File: src/rtl/tracker_pkg.sv
// Shared types and helpers for the marker tracker: FSM states, bus width
// derivations and the unsigned distance primitive used by the matcher.
package tracker_pkg;

  typedef enum logic [2:0] {
    IDLE,
    MATCH,
    FILL,
    UPDATE,
    DONE
  } state_t;

  // Common working width for distance and smoothing arithmetic; wide enough
  // for any supported screen dimension plus headroom.
  localparam int CW = 16;

  function automatic int calc_xw(input int screen_width);
    return $clog2(screen_width);
  endfunction

  function automatic int calc_yw(input int screen_height);
    return $clog2(screen_height) + 1;
  endfunction

  function automatic int calc_iw(input int n);
    return (n > 1) ? $clog2(n) : 1;
  endfunction

  function automatic logic [CW-1:0] abs_diff(input logic [CW-1:0] a, input logic [CW-1:0] b);
    return (a >= b) ? (a - b) : (b - a);
  endfunction

endpackage

File: src/rtl/target_tracker_wrapper_if.sv
// Raster position, raw detections and smoothed tracks exchanged between
// get_target (master side) and the tracker (slave side).
interface target_tracker_wrapper_if #(
  parameter int NUM_TARGETS   = 4,
  parameter int SCREEN_WIDTH  = 1280,
  parameter int SCREEN_HEIGHT = 720
) ();

  localparam int XW = tracker_pkg::calc_xw(SCREEN_WIDTH);
  localparam int YW = tracker_pkg::calc_yw(SCREEN_HEIGHT);

  logic [XW-1:0]             hcount_in;
  logic [YW-1:0]             vcount_in;
  logic [NUM_TARGETS*XW-1:0] det_x_in;
  logic [NUM_TARGETS*YW-1:0] det_y_in;
  logic [NUM_TARGETS*YW-1:0] det_d_in;
  logic [NUM_TARGETS-1:0]    det_valid_in;
  logic [NUM_TARGETS*XW-1:0] trk_x_out;
  logic [NUM_TARGETS*YW-1:0] trk_y_out;
  logic [NUM_TARGETS*YW-1:0] trk_d_out;
  logic [NUM_TARGETS-1:0]    trk_valid_out;
  logic                      frame_done_out;
  logic                      frame_drop_out;

  modport master (
    output hcount_in, vcount_in, det_x_in, det_y_in, det_d_in, det_valid_in,
    input  trk_x_out, trk_y_out, trk_d_out, trk_valid_out, frame_done_out, frame_drop_out
  );

  modport slave (
    input  hcount_in, vcount_in, det_x_in, det_y_in, det_d_in, det_valid_in,
    output trk_x_out, trk_y_out, trk_d_out, trk_valid_out, frame_done_out, frame_drop_out
  );

endinterface

File: src/rtl/track_slot_update.sv
// Next-state datapath for one track slot: smooths a matched track toward its
// detection (clamped to the screen) or ages an unmatched one until it drops.
module track_slot_update #(
  parameter int XW            = 11,
  parameter int YW            = 11,
  parameter int MW            = 2,
  parameter int SCREEN_WIDTH  = 1280,
  parameter int SCREEN_HEIGHT = 720,
  parameter int ALPHA_SHIFT   = 2,
  parameter int MAX_MISS      = 3
) (
  input  logic [XW-1:0] i_trk_x,
  input  logic [YW-1:0] i_trk_y,
  input  logic [YW-1:0] i_trk_d,
  input  logic          i_trk_valid,
  input  logic [MW-1:0] i_trk_miss,
  input  logic [XW-1:0] i_det_x,
  input  logic [YW-1:0] i_det_y,
  input  logic [YW-1:0] i_det_d,
  input  logic          i_matched,
  output logic [XW-1:0] o_trk_x,
  output logic [YW-1:0] o_trk_y,
  output logic [YW-1:0] o_trk_d,
  output logic          o_trk_valid,
  output logic [MW-1:0] o_trk_miss
);
  import tracker_pkg::*;

  localparam int SW = CW + 2;

  // Arithmetic shift floors toward -inf, so the step never overshoots det;
  // the clamp only bites when the raw detection lies off-screen.
  function automatic logic [CW-1:0] smooth(input logic [CW-1:0] trk,
                                           input logic [CW-1:0] det,
                                           input logic [CW-1:0] max_val);
    logic signed [SW-1:0] diff;
    logic signed [SW-1:0] sum;
    diff = $signed({2'b00, det}) - $signed({2'b00, trk});
    sum  = $signed({2'b00, trk}) + (diff >>> ALPHA_SHIFT);
    if (sum[SW-1])                        return '0;
    else if (sum > $signed({2'b00, max_val})) return max_val;
    else                                  return sum[CW-1:0];
  endfunction

  logic [MW:0] w_miss_inc;
  assign w_miss_inc = {1'b0, i_trk_miss} + 1'b1;

  // NOTE: every output gets its hold value first so no path through the
  // branches below can leave one unassigned and infer a latch.
  always_comb begin
    o_trk_x     = i_trk_x;
    o_trk_y     = i_trk_y;
    o_trk_d     = i_trk_d;
    o_trk_valid = i_trk_valid;
    o_trk_miss  = i_trk_miss;
    if (i_matched) begin
      o_trk_x    = XW'(smooth(CW'(i_trk_x), CW'(i_det_x), CW'(SCREEN_WIDTH - 1)));
      o_trk_y    = YW'(smooth(CW'(i_trk_y), CW'(i_det_y), CW'(SCREEN_HEIGHT - 1)));
      o_trk_d    = YW'(smooth(CW'(i_trk_d), CW'(i_det_d), CW'(SCREEN_HEIGHT - 1)));
      o_trk_miss = '0;
    end else if (i_trk_valid) begin
      if (w_miss_inc >= (MW+1)'(MAX_MISS)) begin
        o_trk_valid = 1'b0;
        o_trk_miss  = MW'(MAX_MISS);
      end else begin
        o_trk_miss = w_miss_inc[MW-1:0];
      end
    end
  end

endmodule

File: src/rtl/target_tracker_wrapper.sv
// Frame-level marker tracker: snapshots detections at frame end, greedily
// matches them to persistent tracks, seeds new tracks, smooths and ages.
module target_tracker_wrapper #(
  parameter int NUM_TARGETS   = 4,
  parameter int SCREEN_WIDTH  = 1280,
  parameter int SCREEN_HEIGHT = 720,
  parameter int MATCH_DIST    = 32,
  parameter int ALPHA_SHIFT   = 2,
  parameter int MAX_MISS      = 3
) (
  input  logic clk_in,
  input  logic rst_in,
  target_tracker_wrapper_if.slave bus
);
  import tracker_pkg::*;

  localparam int XW = calc_xw(SCREEN_WIDTH);
  localparam int YW = calc_yw(SCREEN_HEIGHT);
  localparam int IW = calc_iw(NUM_TARGETS);
  localparam int MW = calc_iw(MAX_MISS + 1);
  localparam logic [IW-1:0] LAST = IW'(NUM_TARGETS - 1);

  state_t r_state, w_next_state;
  logic [IW-1:0] r_ti, r_dj;

  logic [XW-1:0] r_snap_x [NUM_TARGETS];
  logic [YW-1:0] r_snap_y [NUM_TARGETS];
  logic [YW-1:0] r_snap_d [NUM_TARGETS];
  logic [NUM_TARGETS-1:0] r_snap_v;

  logic [NUM_TARGETS-1:0] r_claimed, r_matched, r_seeded;
  logic [IW-1:0] r_match_idx [NUM_TARGETS];
  logic [CW:0]   r_best_dist;
  logic [IW-1:0] r_best_j;
  logic          r_best_found;

  logic [XW-1:0] r_sh_x [NUM_TARGETS];
  logic [YW-1:0] r_sh_y [NUM_TARGETS];
  logic [YW-1:0] r_sh_d [NUM_TARGETS];
  logic [MW-1:0] r_sh_miss [NUM_TARGETS];
  logic [NUM_TARGETS-1:0] r_sh_v;

  logic [NUM_TARGETS*XW-1:0] r_trk_x;
  logic [NUM_TARGETS*YW-1:0] r_trk_y, r_trk_d;
  logic [NUM_TARGETS-1:0]    r_trk_valid;
  logic                      r_frame_done, r_frame_drop;

  logic          w_frame_end;
  logic [CW:0]   w_dist;
  logic          w_cand, w_take, w_fin_found;
  logic [IW-1:0] w_fin_j;
  logic          w_free_found;
  logic [IW-1:0] w_free_idx;
  logic [XW-1:0] w_upd_x;
  logic [YW-1:0] w_upd_y, w_upd_d;
  logic          w_upd_v;
  logic [MW-1:0] w_upd_miss;

  assign w_frame_end = (bus.hcount_in == XW'(SCREEN_WIDTH - 1)) &&
                       (bus.vcount_in == YW'(SCREEN_HEIGHT - 1));

  // Matcher: track r_ti against detection r_dj; the final scan step folds the
  // current candidate into the claim decision.
  assign w_dist = {1'b0, abs_diff(CW'(r_sh_x[r_ti]), CW'(r_snap_x[r_dj]))} +
                  {1'b0, abs_diff(CW'(r_sh_y[r_ti]), CW'(r_snap_y[r_dj]))};
  assign w_cand = r_sh_v[r_ti] && r_snap_v[r_dj] && !r_claimed[r_dj] &&
                  (w_dist <= (CW+1)'(MATCH_DIST));
  assign w_take      = w_cand && (!r_best_found || (w_dist < r_best_dist));
  assign w_fin_found = w_take || r_best_found;
  assign w_fin_j     = w_take ? r_dj : r_best_j;

  always_comb begin
    w_free_found = 1'b0;
    w_free_idx   = '0;
    for (int i = NUM_TARGETS - 1; i >= 0; i--) begin
      if (!r_sh_v[i] && !r_matched[i]) begin
        w_free_found = 1'b1;
        w_free_idx   = IW'(i);
      end
    end
  end

  track_slot_update #(
    .XW(XW), .YW(YW), .MW(MW),
    .SCREEN_WIDTH(SCREEN_WIDTH), .SCREEN_HEIGHT(SCREEN_HEIGHT),
    .ALPHA_SHIFT(ALPHA_SHIFT), .MAX_MISS(MAX_MISS)
  ) u_slot (
    .i_trk_x    (r_sh_x[r_ti]),
    .i_trk_y    (r_sh_y[r_ti]),
    .i_trk_d    (r_sh_d[r_ti]),
    .i_trk_valid(r_sh_v[r_ti]),
    .i_trk_miss (r_sh_miss[r_ti]),
    .i_det_x    (r_snap_x[r_match_idx[r_ti]]),
    .i_det_y    (r_snap_y[r_match_idx[r_ti]]),
    .i_det_d    (r_snap_d[r_match_idx[r_ti]]),
    .i_matched  (r_matched[r_ti]),
    .o_trk_x    (w_upd_x),
    .o_trk_y    (w_upd_y),
    .o_trk_d    (w_upd_d),
    .o_trk_valid(w_upd_v),
    .o_trk_miss (w_upd_miss)
  );

  always_ff @(posedge clk_in) begin
    if (rst_in) r_state <= IDLE;
    else        r_state <= w_next_state;
  end

  always_comb begin
    w_next_state = r_state;
    unique case (r_state)
      IDLE:    if (w_frame_end) w_next_state = MATCH;
      MATCH:   if (r_ti == LAST && r_dj == LAST) w_next_state = FILL;
      FILL:    if (r_dj == LAST) w_next_state = UPDATE;
      UPDATE:  if (r_ti == LAST) w_next_state = DONE;
      DONE:    w_next_state = IDLE;
      default: w_next_state = IDLE;
    endcase
  end

  // NOTE: snapshot storage has no reset; every read is qualified by r_snap_v,
  // so leaving it out of reset keeps the array plain enable-only flops.
  always_ff @(posedge clk_in) begin
    if (r_state == IDLE && w_frame_end) begin
      for (int k = 0; k < NUM_TARGETS; k++) begin
        r_snap_x[k] <= bus.det_x_in[k*XW +: XW];
        r_snap_y[k] <= bus.det_y_in[k*YW +: YW];
        r_snap_d[k] <= bus.det_d_in[k*YW +: YW];
      end
    end
  end

  always_ff @(posedge clk_in) begin
    if (rst_in) begin
      r_ti         <= '0;
      r_dj         <= '0;
      r_snap_v     <= '0;
      r_claimed    <= '0;
      r_matched    <= '0;
      r_seeded     <= '0;
      r_best_dist  <= '0;
      r_best_j     <= '0;
      r_best_found <= 1'b0;
      r_sh_v       <= '0;
      r_trk_x      <= '0;
      r_trk_y      <= '0;
      r_trk_d      <= '0;
      r_trk_valid  <= '0;
      r_frame_done <= 1'b0;
      r_frame_drop <= 1'b0;
      for (int k = 0; k < NUM_TARGETS; k++) begin
        r_match_idx[k] <= '0;
        r_sh_x[k]      <= '0;
        r_sh_y[k]      <= '0;
        r_sh_d[k]      <= '0;
        r_sh_miss[k]   <= '0;
      end
    end else begin
      r_frame_done <= 1'b0;
      r_frame_drop <= w_frame_end && (r_state != IDLE);
      unique case (r_state)
        IDLE: begin
          if (w_frame_end) begin
            r_snap_v     <= bus.det_valid_in;
            r_claimed    <= '0;
            r_matched    <= '0;
            r_seeded     <= '0;
            r_best_found <= 1'b0;
            r_ti         <= '0;
            r_dj         <= '0;
          end
        end
        MATCH: begin
          if (w_take) begin
            r_best_dist  <= w_dist;
            r_best_j     <= r_dj;
            r_best_found <= 1'b1;
          end
          if (r_dj == LAST) begin
            if (w_fin_found) begin
              r_claimed[w_fin_j]  <= 1'b1;
              r_matched[r_ti]     <= 1'b1;
              r_match_idx[r_ti]   <= w_fin_j;
            end
            r_best_found <= 1'b0;
            r_dj         <= '0;
            r_ti         <= (r_ti == LAST) ? '0 : r_ti + 1'b1;
          end else begin
            r_dj <= r_dj + 1'b1;
          end
        end
        FILL: begin
          if (r_snap_v[r_dj] && !r_claimed[r_dj] && w_free_found) begin
            r_sh_x[w_free_idx]    <= r_snap_x[r_dj];
            r_sh_y[w_free_idx]    <= r_snap_y[r_dj];
            r_sh_d[w_free_idx]    <= r_snap_d[r_dj];
            r_sh_miss[w_free_idx] <= '0;
            r_sh_v[w_free_idx]    <= 1'b1;
            r_seeded[w_free_idx]  <= 1'b1;
          end
          r_dj <= (r_dj == LAST) ? '0 : r_dj + 1'b1;
        end
        UPDATE: begin
          // Freshly seeded slots already hold their exact detection.
          if (!r_seeded[r_ti]) begin
            r_sh_x[r_ti]    <= w_upd_x;
            r_sh_y[r_ti]    <= w_upd_y;
            r_sh_d[r_ti]    <= w_upd_d;
            r_sh_v[r_ti]    <= w_upd_v;
            r_sh_miss[r_ti] <= w_upd_miss;
          end
          r_ti <= (r_ti == LAST) ? '0 : r_ti + 1'b1;
        end
        DONE: begin
          for (int k = 0; k < NUM_TARGETS; k++) begin
            r_trk_x[k*XW +: XW] <= r_sh_x[k];
            r_trk_y[k*YW +: YW] <= r_sh_y[k];
            r_trk_d[k*YW +: YW] <= r_sh_d[k];
          end
          r_trk_valid  <= r_sh_v;
          r_frame_done <= 1'b1;
        end
        default: ;
      endcase
    end
  end

  assign bus.trk_x_out      = r_trk_x;
  assign bus.trk_y_out      = r_trk_y;
  assign bus.trk_d_out      = r_trk_d;
  assign bus.trk_valid_out  = r_trk_valid;
  assign bus.frame_done_out = r_frame_done;
  assign bus.frame_drop_out = r_frame_drop;

endmodule
File: src/flat_wrapper.sv
// flat-port wrapper written by rule: the top's interface ports become plain ports
module target_tracker_wrapper_flat import tracker_pkg::*;
#(
  parameter int NUM_TARGETS   = 4,
  parameter int SCREEN_WIDTH  = 1280,
  parameter int SCREEN_HEIGHT = 720,
  parameter int MATCH_DIST    = 32,
  parameter int ALPHA_SHIFT   = 2,
  parameter int MAX_MISS      = 3
)
  (clk_in, rst_in, bus_hcount_in, bus_vcount_in, bus_det_x_in, bus_det_y_in, bus_det_d_in, bus_det_valid_in, bus_trk_x_out, bus_trk_y_out, bus_trk_d_out, bus_trk_valid_out, bus_frame_done_out, bus_frame_drop_out);
  target_tracker_wrapper_if #(.NUM_TARGETS(NUM_TARGETS), .SCREEN_WIDTH(SCREEN_WIDTH), .SCREEN_HEIGHT(SCREEN_HEIGHT)) bus_i ();
  input  logic clk_in;
  input  logic rst_in;
  input wire logic [$bits(bus_i.hcount_in)-1:0] bus_hcount_in;
  input wire logic [$bits(bus_i.vcount_in)-1:0] bus_vcount_in;
  input wire logic [$bits(bus_i.det_x_in)-1:0] bus_det_x_in;
  input wire logic [$bits(bus_i.det_y_in)-1:0] bus_det_y_in;
  input wire logic [$bits(bus_i.det_d_in)-1:0] bus_det_d_in;
  input wire logic [$bits(bus_i.det_valid_in)-1:0] bus_det_valid_in;
  output wire logic [$bits(bus_i.trk_x_out)-1:0] bus_trk_x_out;
  output wire logic [$bits(bus_i.trk_y_out)-1:0] bus_trk_y_out;
  output wire logic [$bits(bus_i.trk_d_out)-1:0] bus_trk_d_out;
  output wire logic [$bits(bus_i.trk_valid_out)-1:0] bus_trk_valid_out;
  output wire logic [$bits(bus_i.frame_done_out)-1:0] bus_frame_done_out;
  output wire logic [$bits(bus_i.frame_drop_out)-1:0] bus_frame_drop_out;
  assign bus_i.hcount_in = bus_hcount_in;
  assign bus_i.vcount_in = bus_vcount_in;
  assign bus_i.det_x_in = bus_det_x_in;
  assign bus_i.det_y_in = bus_det_y_in;
  assign bus_i.det_d_in = bus_det_d_in;
  assign bus_i.det_valid_in = bus_det_valid_in;
  assign bus_trk_x_out = bus_i.trk_x_out;
  assign bus_trk_y_out = bus_i.trk_y_out;
  assign bus_trk_d_out = bus_i.trk_d_out;
  assign bus_trk_valid_out = bus_i.trk_valid_out;
  assign bus_frame_done_out = bus_i.frame_done_out;
  assign bus_frame_drop_out = bus_i.frame_drop_out;
  target_tracker_wrapper #(.NUM_TARGETS(NUM_TARGETS), .SCREEN_WIDTH(SCREEN_WIDTH), .SCREEN_HEIGHT(SCREEN_HEIGHT), .MATCH_DIST(MATCH_DIST), .ALPHA_SHIFT(ALPHA_SHIFT), .MAX_MISS(MAX_MISS)) u_core (.clk_in(clk_in), .rst_in(rst_in), .bus(bus_i));
endmodule
File: config.mk
export PLATFORM = sky130hd
export DESIGN_NAME = target_tracker_wrapper_flat
export DESIGN_NICKNAME = d
export VERILOG_FILES = /design/src/rtl/tracker_pkg.sv /design/src/rtl/target_tracker_wrapper_if.sv /design/src/rtl/track_slot_update.sv /design/src/rtl/target_tracker_wrapper.sv /design/src/flat_wrapper.sv
export SDC_FILE = /design/constraint.sdc
export NUM_CORES = 1
export LEC_CHECK = 0
export CAP_MARGIN = 20
export CELL_PAD_IN_SITES_DETAIL_PLACEMENT = 0
export CELL_PAD_IN_SITES_GLOBAL_PLACEMENT = 2
export CORE_MARGIN = 1.5
export CORE_UTILIZATION = 40
export DETAILED_ROUTE_END_ITERATION = 7
export GPL_ROUTABILITY_DRIVEN = 1
export GPL_TIMING_DRIVEN = 0
export MAX_ROUTING_LAYER = met4
export PLACE_DENSITY = 0.95
export SETUP_SLACK_MARGIN = 0.1
export SKIP_LAST_GASP = 1
export SYNTH_ARGS = -nofsm -noshare
export SYNTH_HDL_FRONTEND = slang
export SYNTH_SLANG_ARGS = --single-unit
File: constraint.sdc
create_clock -name clk_in -period 14.65 [get_ports clk_in]
set_input_delay 1.465 -clock clk_in [delete_from_list [all_inputs] [get_ports clk_in]]
set_output_delay 1.465 -clock clk_in [all_outputs]
set_load 0.03 [all_outputs]
==> results of run 1 <==
cells in the mapped netlist (6+ instances only):
master       n
xor2_1      21
mux4_2     104
o21bai_1     9
o32ai_1      6
ha_1       141
mux2_2      10
a31oi_1     21
mux2i_1     28
dfxtp_1    189
nand2_1    364
o22ai_1      7
a22o_1       9
buf_1       12
o21a_1      30
a21o_1      36
nor2_1     159
nand4_1     17
nand3_1     20
a211oi_1    21
a2111oi_0    8
and2_1      10
inv_1      150
o31ai_1     27
and3_1       8
a22oi_1     27
a21boi_0    10
nor3b_1      6
nor3_1      51
nor2b_1     23
edfxtp_1   280
xnor2_1     37
a21oi_1    251
fa_1         8
or2_2       11
o311ai_1     8
o211ai_1     9
or3_1       11
nand2b_1    18
o21ai_0     66
clkbuf_1   107
power breakdown:
| part | internal [W] | switching [W] |
|---|---|---|
| Combinational | 0.000207 | 0.000279 |
| Sequential | 0.00141 | 0.0000101 |
| Clock | 0.000793 | 0.000558 |
| Total | 0.00241 | 0.000847 |
registers in the layout (all words and copies together) (netlist names), 8 cells and up, named ones only:
name,count
bus_trk_d_out,44
bus_trk_x_out,44
bus_trk_y_out,44
u_core.r_sh_d,44
u_core.r_sh_x,44
u_core.r_sh_y,44
u_core.r_snap_d,44
u_core.r_snap_x,44
u_core.r_snap_y,44
u_core.r_best_dist,17
u_core.r_match_idx,8
u_core.r_sh_miss,8
cell type report:
cell class | count | area (sq um)
fill | 5625 | 31540
multi-input combinational | 1685 | 12410
sequential | 469 | 12190
timing repair buffer | 307 | 3148
clock buffer | 64 | 1408
tap | 846 | 1059
inverter | 151 | 566.8
buffer | 127 | 505.5
clock inverter | 32 | 365.4
antenna | 2 | 5.005
tightest hold or removal path: stages (launching register included):
cell and delay, ns:
dfxtp_1 0.30, inv_1 0.06, nor3_1 0.05
stage by stage:
step                      worst slack, ns  total power (W)  hold slack (ns)  cell area, sq um
after global placement              3.226         0.001913           0.4367             29690
after detailed placement            2.959         0.001923           0.4414             29850
after floorplan                     6.466         0.001767           0.4243             25660
after global routing                2.603         0.003382           0.4673             31660
final                               3.332         0.003255           0.4422             31660
after CTS                           2.908         0.003272           0.4480             31620
placed cells by master (no fill, tap or decap), types with 104 or more instances in the layout:
master             n
nand2_1          361
clkdlybuf4s50_1  297
edfxtp_1         280
a21oi_1          251
dfxtp_1          189
nor2_1           159
inv_1            150
ha_1             141
clkbuf_1         113
mux4_2           104
worst max path at each step:
stage	from	endpoint	slack, ns
after floorplan	register	u_core.r_match_idx[1][0]	6.47
after global placement	register	u_core.r_match_idx[1][0]	3.23
after detailed placement	register	u_core.r_match_idx[2][1]	2.96
after CTS	register	u_core.r_match_idx[2][1]	2.91
after global routing	register	u_core.r_match_idx[2][1]	2.60
final	register	u_core.r_match_idx[2][1]	3.33
kinds of logic (layout without fill, tap and decap cells):
kind of cell / after synthesis / after routing / share of synthesized area
flops: 469 / 469 / 0.4752
fa+ha+maj: 149 / 149 / 0.07501
simple gates: 725 / 725 / 0.1248
buf+inv: 278 / 681 / 0.04165
mux: 145 / 145 / 0.1086
other cells: 0 / 2 / 0
xor+xnor: 60 / 60 / 0.02107
compound gates: 606 / 606 / 0.1536
layer usage:
| layer | GRT usage | part of all wire | vias to the layer above |
|---|---|---|---|
| li1 | - | - | 9674 |
| met1 | 0.3359 | 0.43 | 10030 |
| met2 | 0.3936 | 0.46 | 880 |
| met4 | 0.09057 | 0.035 | 0 |
| met3 | 0.04854 | 0.076 | 145 |
| met5 | - | 0 | - |
==> impl_metrics.yaml, run 1 <==
yosys:
  synthArstFlopShare: 0
  syn_inst: 2432
  seq_area_frac_synth: 0.4752
  synth_cell_type_count: 93
  synth_flop_cell: "edfxtp_1"
  postSynthAreaPerCell_sq_um: 10.55
  synth_top_area_share: 0.3277
  synth_edf_count: 280
  netlist_area_sq_mm: 0.02566
  yosysWarnings: 0
  synthTopCellsByArea: "edfxtp_1 (33%), dfxtp_1 (15%), mux4_2 (9.1%), ha_1 (6.9%), nand2_1 (5.3%)"
  syn-num-nets: 2741
  ys_ff_latch: 469
  yosys.area.top_type: "edfxtp_1"
place:
  dp.cells: 3581
  dpl.hpwl_um: 65210
  port_buffers: 297
  gp_congestion: 0.9395
hold_path:
  holdPathEnd: "u_core.r_best_dist[14]"
  hold_path_depth: 2
  hold_class: "register to register"
  min_from: "u_core.r_best_dist[14]"
cells_and_area:
  syn_to_final_growth_pct: 23.40
  finish.utilization: 0.5010
  fin_cells: 3683
  drive_gt1_frac: 0.09242
  fin_nets: 3101
setup_path:
  critPathLaunchType: "register"
  critPathMaxStageDelay_ns: 0.83
  end_kind: "register"
  arrival_ns: 11.69
  ff2ff_setup_slack_ns: 3.33
  required_ns: 15.02
  path_common_cell: "clkbuf_1"
  rr_endpoint: "u_core.r_match_idx[2][1]"
  cp_num_cells: 30
  criticalPathCategory: "register to register"
  crit_family: "compound AO/OA/AOI/OAI gates"
  cp_max_fo: 10
  reg2regPathDepth: 30
  slowest_stage: "o221ai_1"
  crit_buf_inv: 6
power_and_ir_drop:
  peakVddDrop_v: 0.00008372
  power_per_cell_area_mw_per_mm2: 102.8
  p_leak_nw: 11.27
global_route:
  grt_pass1_vias: 20440
  gr-usage-all-layers: 0.2553
  overflow: 0
  grt_max_degree: 75
  grt_first_pass_wirelength_um: 123800
  antenna_found_initial: 1
clock_tree:
  clkSinkCount: 469
  hold_buffers: 0
  cts.path.max_buffers: 3
  clk_pin_slew_worst_paths_ns: 0.06
  cts_root_buffer: "clkbuf_16"
  cts-htree-levels: 2
  tritoncts: "done"
  clkLatencyLatePin_ns: 0.63
  postCtsSetupBuffers: 0
  cts-resized-gates: 0
  numCtsBuffers: 51
detailed_routing:
  vias: 20730
  via_per_inst: 5.629
  drt-initial-drc-count: 1933
  antenna_left: 0
  first_pass_iters: 5
  wl_per_cell_um: 22.47
  drc: 0
  routed_wl_um: 82740
timing:
  tightestPinTransition_ns: 1.156
  max_freq_mhz: 88.36
  hold_viol: 0
  tns_ns: 0
  slew_headroom: 0.2291
  finalClockSkew_ns: 0.02757
  setup_violations: 0
  fin_crit_ns: 11.32
  slew_violations: 0
  min_period_over_period: 0.7725
  rsz0062_at_grt: "no"
floorplanning:
  core_area_sq_mm: 0.06320
  num_rows: 92
  die-area_sq_mm: 0.06567
  fp.dieW_um: 256.3
  io_pins: 298
  start_util: 0.4060
  dieHeight_um: 256.3
run_status:
  status: "finished clean"
run:
  drv_cap: 0
(Power assumes the default switching activity.)
==> inputs of run 2 (changes only) <==
--- a/config.mk
+++ b/config.mk
@@ -9,12 +9,12 @@
 export CELL_PAD_IN_SITES_DETAIL_PLACEMENT = 0
 export CELL_PAD_IN_SITES_GLOBAL_PLACEMENT = 2
 export CORE_MARGIN = 1.5
-export CORE_UTILIZATION = 40
+export CORE_UTILIZATION = 33
 export DETAILED_ROUTE_END_ITERATION = 7
 export GPL_ROUTABILITY_DRIVEN = 1
 export GPL_TIMING_DRIVEN = 0
 export MAX_ROUTING_LAYER = met4
-export PLACE_DENSITY = 0.95
+export PLACE_DENSITY = 0.85
 export SETUP_SLACK_MARGIN = 0.1
 export SKIP_LAST_GASP = 1
 export SYNTH_ARGS = -nofsm -noshare
==> constraint.sdc (replaced) <==
create_clock -name clk_in -period 9.46 [get_ports clk_in]
set_input_delay 0.946 -clock clk_in [delete_from_list [all_inputs] [get_ports clk_in]]
set_output_delay 0.946 -clock clk_in [all_outputs]
set_load 0.03 [all_outputs]
==> run 2 against run 1 <==
Against the previous run:
- register-to-register slack worse by 2.6 ns
- via count down 0.48%
- clock skew up 0.011 ns
- highest routed layer unchanged
- sequential power up 55%
- largest cell class unchanged
- worst setup slack worse by 2.6 ns
- design area up 0.87%
==> impl_metrics.yaml, run 2 (same netlist as run 1, synthesis figures left out) <==
cells_and_area:
  finish.utilization: 0.4136
  drive_gt1_frac: 0.09630
  fin_nets: 3100
  syn_to_final_growth_pct: 24.48
  final_cell_mix: "nand2_1 (361), clkdlybuf4s50_1 (297), edfxtp_1 (280)"
  layout_commonest_cell: "nand2_1"
  fin_cells: 3879
detailed_routing:
  drc: 0
  first_pass_iters: 5
  routed_wl_um: 85650
  antenna_left: 0
  wl_per_cell_um: 22.08
  drt-initial-drc-count: 1858
  via_per_inst: 5.319
  vias: 20630
setup_path:
  cp_max_fo: 19
  criticalPathCategory: "register to register"
  path_common_cell: "ha_1"
  end_kind: "register"
  critPathMaxStageDelay_ns: 0.69
  arrival_ns: 9.12
  critPathLaunchType: "register"
  required_ns: 9.83
  slowest_stage: "mux4_2"
hold_path:
  hold_class: "register to register"
timing:
  setup_violations: 0
  slew_headroom: 0.3711
  hold_viol: 0
  rsz0062_at_grt: "no"
  fin_crit_ns: 8.758
  min_period_over_period: 0.9258
  max_freq_mhz: 114.2
  tightestPinTransition_ns: 0.9434
  slew_violations: 0
  finalClockSkew_ns: 0.03890
  whs_ns: 0.4505
global_route:
  antenna_found_initial: 2
  overflow: 0
  gr-usage-all-layers: 0.2158
  grt_first_pass_wirelength_um: 124100
  grt_max_degree: 70
  grt_pass1_vias: 19880
clock_tree:
  hold_buffers: 0
  clkSinkCount: 469
  clkLatencyLatePin_ns: 0.64
  cts.path.max_buffers: 3
  cts-htree-levels: 2
  cts_root_buffer: "clkbuf_16"
  tritoncts: "done"
  numCtsBuffers: 52
  clk_pin_slew_worst_paths_ns: 0.06
  postCtsSetupBuffers: 0
run:
  drv_cap: 0
floorplanning:
  io_pins: 298
  num_rows: 102
  start_util: 0.3323
  fp.dieW_um: 281.8
  dieHeight_um: 281.8
  die-area_sq_mm: 0.07943
  core_area_sq_mm: 0.07721
place:
  gp_congestion: 0.8964
  dpl.hpwl_um: 68390
  dp.cells: 3779
  port_buffers: 297
power_and_ir_drop:
  power_per_cell_area_mw_per_mm2: 156.9
  p_leak_nw: 11.30
  peakVddDrop_v: 0.0001523
run_status:
  status: "finished clean"
## run 2: per-stage QoR
| stage | setup slack [ns] | TNS (ns) | power, W | area, sq um |
|---|---|---|---|---|
| after floorplan | 1.276 | 0 | 0.002737 | 25660 |
| after global placement | -1.421 | -37.47 | 0.002965 | 29930 |
| after detailed placement | -1.589 | -42.21 | 0.002984 | 30130 |
| after CTS | 0.1152 | 0 | 0.005038 | 31890 |
| after global routing | 0.1276 | 0 | 0.005198 | 31930 |
| final | 0.7019 | 0 | 0.005010 | 31940 |
## run 2: final timing paths
check / start / to / slack, ns / depth (start not counted)
max: register / u_core.r_match_idx[2][0] / 0.70 / 31
min: u_core.r_best_dist[14] / u_core.r_best_dist[14] / 0.45 / 2
max reg2reg: register / u_core.r_match_idx[2][0] / 0.70 / 31
min reg2reg: u_core.r_best_dist[14] / u_core.r_best_dist[14] / 0.45 / 2
## run 2: power breakdown
group,switching [W],internal (W),leakage (nW)
logic,0.000434,0.000322,6.22
clock network,0.000886,0.00117,0.848
registers,0.0000182,0.00218,4.23
## run 2: critical path: cells and delay by family, from the launching register on
kind / cells / cell delay, ns
AOI/OAI and AO/OA: 14 / 3.32
buffers and inverters: 7 / 1.81
and+or+nand+nor: 6 / 1.35
adders and majority gates: 3 / 0.94
muxes: 1 / 0.69
DFF: 1 / 0.33
## run 2: layout make-up
class	count	area (sq um)
buffer	125	524.3
inverter	151	566.8
timing repair buffer	307	3156
fill	7311	45280
sequential	469	12190
clock inverter	28	289.0
clock buffer	70	1450
multi-input combinational	1685	12450
tap	1040	1301
antenna	4	10.01
## run 2: what timing repair did
action | CTS | global route
pin swaps | 0 | 0
gates resized for setup | 18 | 24
setup endpoints to repair | 44 | 33
## run 2: layer usage
metal  GRT usage  up-vias  share of wire
met3     0.02701      122          0.066
met2      0.3253      759           0.45
li1            -     9658              -
met1      0.3002    10090           0.46
met5           -        -              0
met4     0.07072        0          0.030
